<file path="src/rtl/fetch_sequencer_if.sv">
// fetch_sequencer_if
// Bundles the PC/ROM side and the issue side of the fetch sequencer.
//   address, instr        : PC value and ROM word into the sequencer
//   vector, offset,
//   jump_enable,
//   jump_address          : PC control out of the sequencer
//   issue_*               : registered issue record to the SIMD datapath
//   halted                : registered HALT flag
// master = sequencer, slave = PC/ROM/datapath side.
interface fetch_sequencer_if #(
    parameter int INSTR_W = 32,
    parameter int ADDR_W  = 8
);
    logic [ADDR_W-1:0]  address;
    logic [INSTR_W-1:0] instr;
    logic               vector;
    logic [1:0]         offset;
    logic               jump_enable;
    logic [ADDR_W-1:0]  jump_address;
    logic               issue_valid;
    logic [INSTR_W-1:0] issue_instr;
    logic [1:0]         issue_lane;
    logic               issue_vector;
    logic [ADDR_W-1:0]  issue_pc;
    logic               halted;

    modport master (
        input  address, instr,
        output vector, offset, jump_enable, jump_address,
        output issue_valid, issue_instr, issue_lane, issue_vector, issue_pc, halted
    );

    modport slave (
        output address, instr,
        input  vector, offset, jump_enable, jump_address,
        input  issue_valid, issue_instr, issue_lane, issue_vector, issue_pc, halted
    );
endinterface

</file>
<file path="src/rtl/fetch_sequencer.sv">
// fetch_sequencer
// Drives program_counter from the synchronous ROM output: expands scalar
// instructions into four lane issues while holding the PC, redirects on JMP
// (squashing the wrong-path word), and stops fetch on HALT.
// Ports:
//   clk   : system clock, rising edge
//   reset : asynchronous active-low reset
//   bus   : fetch_sequencer_if.master (PC control, issue record, halted)
//
// state   | meaning
// FILL    | first cycle after reset, ROM output not yet valid
// RUN     | decode ROM word, issue vector ops, start scalar/jump/halt
// LANE    | issuing lanes 1..3 of a latched scalar op, PC held until lane 3
// FLUSH   | discard the wrong-path word fetched behind a JMP
// HALT    | fetch stopped until reset
module fetch_sequencer #(
    parameter int          INSTR_W = 32,
    parameter int          ADDR_W  = 8,
    parameter logic [3:0]  OP_JMP  = 4'b1110,
    parameter logic [3:0]  OP_HALT = 4'b1111
) (
    input  logic               clk,
    input  logic               reset,
    fetch_sequencer_if.master  bus
);
    typedef enum logic [2:0] {
        S_FILL,
        S_RUN,
        S_LANE,
        S_FLUSH,
        S_HALT
    } state_t;

    localparam logic [ADDR_W-1:0] ADDR_ONE = ADDR_W'(1);

    state_t             state;
    logic [INSTR_W-1:0] ir;
    logic [ADDR_W-1:0]  ir_pc;
    logic [1:0]         lane_cnt;

    logic [3:0]         opcode;
    logic               v_bit;
    logic               is_jmp;
    logic               is_halt;
    logic [ADDR_W-1:0]  prev_pc;

    assign opcode  = bus.instr[INSTR_W-1 -: 4];
    assign v_bit   = bus.instr[INSTR_W-5];
    assign is_jmp  = (opcode == OP_JMP);
    assign is_halt = (opcode == OP_HALT);
    // The ROM word corresponds to the address sampled one edge earlier.
    assign prev_pc = bus.address - ADDR_ONE;

    // PC control is combinational: the PC samples it on the same edge.
    always_comb begin
        bus.vector       = 1'b1;
        bus.offset       = 2'd0;
        bus.jump_enable  = 1'b0;
        bus.jump_address = '0;
        case (state)
            S_RUN: begin
                if (is_jmp) begin
                    bus.jump_enable  = 1'b1;
                    bus.jump_address = bus.instr[ADDR_W-1:0];
                end else if (!is_halt && !v_bit) begin
                    bus.vector = 1'b0;
                end
            end
            S_LANE: begin
                bus.offset = lane_cnt;
                bus.vector = (lane_cnt == 2'd3);
            end
            S_HALT: begin
                bus.vector = 1'b0;
            end
            default: ;
        endcase
    end

    always_ff @(posedge clk or negedge reset) begin
        if (!reset) begin
            state            <= S_FILL;
            ir               <= '0;
            ir_pc            <= '0;
            lane_cnt         <= 2'd0;
            bus.issue_valid  <= 1'b0;
            bus.issue_instr  <= '0;
            bus.issue_lane   <= 2'd0;
            bus.issue_vector <= 1'b0;
            bus.issue_pc     <= '0;
            bus.halted       <= 1'b0;
        end else begin
            bus.issue_valid <= 1'b0;
            case (state)
                S_FILL: state <= S_RUN;
                S_RUN: begin
                    if (is_halt) begin
                        state      <= S_HALT;
                        bus.halted <= 1'b1;
                    end else if (is_jmp) begin
                        state <= S_FLUSH;
                    end else begin
                        bus.issue_valid  <= 1'b1;
                        bus.issue_instr  <= bus.instr;
                        bus.issue_lane   <= 2'd0;
                        bus.issue_vector <= v_bit;
                        bus.issue_pc     <= prev_pc;
                        if (!v_bit) begin
                            ir       <= bus.instr;
                            ir_pc    <= prev_pc;
                            lane_cnt <= 2'd1;
                            state    <= S_LANE;
                        end
                    end
                end
                S_LANE: begin
                    bus.issue_valid  <= 1'b1;
                    bus.issue_instr  <= ir;
                    bus.issue_lane   <= lane_cnt;
                    bus.issue_vector <= 1'b0;
                    bus.issue_pc     <= ir_pc;
                    lane_cnt         <= lane_cnt + 2'd1;
                    if (lane_cnt == 2'd3) begin
                        state <= S_RUN;
                    end
                end
                S_FLUSH: state <= S_RUN;
                S_HALT:  state <= S_HALT;
                default: state <= S_FILL;
            endcase
        end
    end
endmodule

</file>
<file path="src/flat_wrapper.sv">
// flat-port wrapper written by rule: the top's interface ports become plain ports
module fetch_sequencer_flat 
#(
    parameter int          INSTR_W = 32,
    parameter int          ADDR_W  = 8,
    parameter logic [3:0]  OP_JMP  = 4'b1110,
    parameter logic [3:0]  OP_HALT = 4'b1111
)
  (clk, reset, bus_address, bus_instr, bus_vector, bus_offset, bus_jump_enable, bus_jump_address, bus_issue_valid, bus_issue_instr, bus_issue_lane, bus_issue_vector, bus_issue_pc, bus_halted);
  fetch_sequencer_if #(.INSTR_W(INSTR_W), .ADDR_W(ADDR_W)) bus_i ();
  input  logic clk;
  input  logic reset;
  input wire logic [$bits(bus_i.address)-1:0] bus_address;
  input wire logic [$bits(bus_i.instr)-1:0] bus_instr;
  output wire logic [$bits(bus_i.vector)-1:0] bus_vector;
  output wire logic [$bits(bus_i.offset)-1:0] bus_offset;
  output wire logic [$bits(bus_i.jump_enable)-1:0] bus_jump_enable;
  output wire logic [$bits(bus_i.jump_address)-1:0] bus_jump_address;
  output wire logic [$bits(bus_i.issue_valid)-1:0] bus_issue_valid;
  output wire logic [$bits(bus_i.issue_instr)-1:0] bus_issue_instr;
  output wire logic [$bits(bus_i.issue_lane)-1:0] bus_issue_lane;
  output wire logic [$bits(bus_i.issue_vector)-1:0] bus_issue_vector;
  output wire logic [$bits(bus_i.issue_pc)-1:0] bus_issue_pc;
  output wire logic [$bits(bus_i.halted)-1:0] bus_halted;
  assign bus_i.address = bus_address;
  assign bus_i.instr = bus_instr;
  assign bus_vector = bus_i.vector;
  assign bus_offset = bus_i.offset;
  assign bus_jump_enable = bus_i.jump_enable;
  assign bus_jump_address = bus_i.jump_address;
  assign bus_issue_valid = bus_i.issue_valid;
  assign bus_issue_instr = bus_i.issue_instr;
  assign bus_issue_lane = bus_i.issue_lane;
  assign bus_issue_vector = bus_i.issue_vector;
  assign bus_issue_pc = bus_i.issue_pc;
  assign bus_halted = bus_i.halted;
  fetch_sequencer #(.INSTR_W(INSTR_W), .ADDR_W(ADDR_W), .OP_JMP(OP_JMP), .OP_HALT(OP_HALT)) u_core (.clk(clk), .reset(reset), .bus(bus_i));
endmodule
</file>
<file path="config.mk">
export PLATFORM = sky130hd
export DESIGN_NAME = fetch_sequencer_flat
export DESIGN_NICKNAME = d
export VERILOG_FILES = /design/src/rtl/fetch_sequencer_if.sv /design/src/rtl/fetch_sequencer.sv /design/src/flat_wrapper.sv
export SDC_FILE = /design/constraint.sdc
export NUM_CORES = 1
export LEC_CHECK = 0
export ABC_AREA = 1
export BUFFER_PORTS_ARGS = -buffer_cell sky130_fd_sc_hd__buf_4
export CAP_MARGIN = 30
export CELL_PAD_IN_SITES_DETAIL_PLACEMENT = 0
export CELL_PAD_IN_SITES_GLOBAL_PLACEMENT = 2
export CORE_ASPECT_RATIO = 1.2
export CORE_MARGIN = 2
export CORE_UTILIZATION = 32
export DETAILED_ROUTE_END_ITERATION = 7
export GPL_TIMING_DRIVEN = 0
export PLACE_DENSITY = 0.87
export SYNTH_ARGS = -nofsm -noshare
export SYNTH_HDL_FRONTEND = slang
export SYNTH_SLANG_ARGS = --single-unit
</file>
<file path="constraint.sdc">
create_clock -name clk -period 3.3 [get_ports clk]
set_input_delay 0.33 -clock clk [delete_from_list [all_inputs] [get_ports clk]]
set_output_delay 0.33 -clock clk [all_outputs]
set_load 0.01 [all_outputs]
</file>
==> impl_metrics.csv <==
group,metric,value,unit
outcome,status,"complete, but fails checks",
outcome,violations,"negative hold slack",
detailed_routing,drt_wl_total,11000,um
global_routing,track_usage,17.2,%
yosys,synth-seq-cells,88,
floorplan,die_area,13600,sq um
clock_network,cts_buffers,9,
detailed_routing,detail-route-antenna-nets,0,
critical_path,cp_data_required_time,2.97,ns
layout,diodes,0,
yosys,synth_fp_nets,569,
critical_path,worstPathArrival,2.06,ns
detailed_routing,wire_per_inst,13.7,um
critical_path,critPathLaunchType,"register",
critical_path,worst-path-buf-inv,3,
yosys,ys_seq_area_share,54.1,%
timing,fmax,418,MHz
clock_network,clkSlewWorstSetupHoldPaths,0.07,ns
layout,drive_above_1_share,21.9,%
critical_path,critPathMaxStageDelay,0.44,ns
yosys,synth_cells,525,
timing,worst_slew_pin_slew,0.593,ns
critical_path,timing.rr.start,"u_core.state[0]",
clock_network,cts-resized-gates,0,
timing,setup_tns,0,ns
critical_path,reg2reg_to,"u_core.bus.issue_pc[2]",
clock_network,clk_path_buf_depth,2,
timing,drv_slew,0,
yosys,synth-warning-count,0,
layout,nFillCells,1333,
power,leakage,2.89,nW
detailed_routing,drtPass1Iterations,4,
detailed_routing,routed_via_density,4.51,
yosys,avgSynthCellArea,7.76,sq um
timing,rsz0062_at_grt,"no",
critical_path,crit_slowest_cell,"dfrtp_1",
floorplan,die_x,107,um
global_routing,grt_pass1_wl,18200,um
floorplan,boundaryPins,99,
placed_design,place_area,5040,sq um
power,peakVddDrop,0.295,mV
critical_path,r2r_cells,5,
floorplan,fp-row-count,45,
clock_network,cts_setup_buffers,0,
timing,hold_violations,2,
global_routing,grt_overflow,0,
global_routing,antenna_found_initial,0,
timing,whs,-0.00215,ns
layout,syn_to_final_growth,31.9,%
placed_design,dp.cells,788,
power,powerDensity,958,nW/um^2
yosys,syn_area,4070,sq um
timing,period_share,72.5,%
critical_path,rrSetupSlack,1.49,ns
timing,setup_viol,0,
timing,clock_skew,0.00485,ns
clock_network,cts_num_sinks,88,
layout,fin_area,5370,sq um
timing,maxSlewHeadroom,60.5,%
placed_design,gp_congestion,0.799,
clock_network,htree_levels,3,
critical_path,crit_fanout,10,
layout,most-common-layout-cells,"211 x nand2_1, 103 x buf_4, 88 x dfrtp_1",
clock_network,cts_hold_buf,0,
clock_network,worstSkewPairLatency,0.33,ns
placed_design,dpl.hpwl,7880,um
floorplan,die_h,128,um
critical_path,crit_family,"buffers and inverters",
timing,min_period,2.39,ns
floorplan,start_util,32.4,%
detailed_routing,vias,3623,
layout,final_common_cell,"nand2_1",
critical_path,crit_path_end_kind,"output port",
global_routing,grt_max_degree,47,
critical_path,path_cells,"nor3_4, inv_2, buf_2, nor2_1, o22ai_1, buf_4",
layout,final_nets,679,
placed_design,io_buffers,98,
flow_run,max_cap_viol_count,0,
layout,fin_util,42.8,%
detailed_routing,remaining_drc_errors,0,
global_routing,grt_pass1_vias,3633,
floorplan,design.core.area,12600,sq um
layout,finalNonFillerCells,804,
clock_network,cts_tree,"done",
detailed_routing,drt_iter0_drc,139,
clock_network,cts-root-buf,"clkbuf_16",
min_path,hold_path.class,"in -> async",
yosys,synth_cell_types,25,
critical_path,critical_path_class,"reg -> out",
==> final cells by class <==
cell class | instances | area, sq um | share of cell area (%)
Multi-Input combinational cell | 348 | 1500 | 27.9
Clock buffer | 11 | 253 | 4.70
Tap cell | 164 | 205 | 3.82
Buffer | 24 | 126 | 2.35
Timing Repair Buffer | 99 | 763 | 14.2
Sequential cell | 88 | 2200 | 41.0
Inverter | 65 | 244 | 4.54
Clock inverter | 5 | 78.8 | 1.47
==> through the flow <==
step	hold slack, ns	total power [mW]	setup WS [ns]
6_report	-0.00215	5.15	0.909
2_1_floorplan	0.0344	3.12	1.67
5_1_grt	0.0349	5.61	0.771
3_5_place_dp	0.380	4.08	1.26
3_3_place_gp	0.456	4.03	1.27
4_1_cts	0.0208	5.24	0.886
==> cell families (layout without fill, tap and decap cells) <==
logic type,after synthesis,in the layout,share of synthesized area (%)
buffers and inverters,89,204,9.09
AND/OR/NAND/NOR,263,263,25.4
adder cells (fa/ha/maj),2,2,0.614
XOR/XNOR,1,1,0.215
AO/OA/AOI/OAI,82,82,10.6
flip-flops,88,88,54.1
==> Yosys cell counts <==
library cell	count	area share, %
inv_1	64	5.9
o211ai_1	1	0.18
or2_2	1	0.15
dfrtp_1	88	54
nand4_1	1	0.15
a21oi_1	1	0.12
o21ai_1	5	0.61
nor3_4	1	0.40
clkbuf_1	5	0.46
nor2_2	1	0.15
buf_2	14	1.7
o21ai_0	69	8.5
nand3b_1	2	0.37
a31oi_1	3	0.46
buf_4	5	0.92
o22ai_1	2	0.31
inv_2	1	0.092
nand3_1	10	1.2
ha_1	2	0.61
nor3_1	2	0.25
o21ai_4	1	0.40
xor2_1	1	0.22
nand3_2	1	0.25
nand2_1	211	19
nor2_1	33	3.0
==> where the power goes <==
| part | switching (mW) | internal (mW) | total [mW] |
|---|---|---|---|
| logic | 1.30 | 0.862 | 2.17 |
| clock network | 0.424 | 0.704 | 1.13 |
| registers | 0.249 | 1.61 | 1.85 |
==> how the worst max path moves through the flow <==
stage,cells after the start,slack [ns],startpoint,to
detailed placement,5,1.26,u_core.state[0],bus_offset[0]
global route,5,0.77,u_core.state[2],bus_offset[0]
floorplan,5,1.67,u_core.state[1],bus_jump_address[0]
global placement,5,1.27,u_core.state[0],bus_offset[0]
finish,6,0.91,u_core.state[0],bus_vector
CTS,5,0.89,u_core.state[0],bus_offset[0]
==> routing by layer <==
layer	track usage (%)	wire length [um]	vias up
li1	-	-	1834
met5	0	0	-
met1	22.8	5030	1706
met3	3.21	414	11
met4	5.58	168	0
met2	28.3	5420	72
==> state kept, by name (all words and copies together) (netlist names) <==
| name | flops |
|---|---|
| u_core.bus.halted | 1 |
| u_core.bus.issue_instr | 32 |
| u_core.bus.issue_lane | 2 |
| u_core.bus.issue_pc | 8 |
| u_core.bus.issue_valid | 1 |
| u_core.ir | 31 |
| u_core.ir_pc | 8 |
| u_core.lane_cnt | 2 |
| u_core.state | 3 |
(Power assumes the default switching activity.)
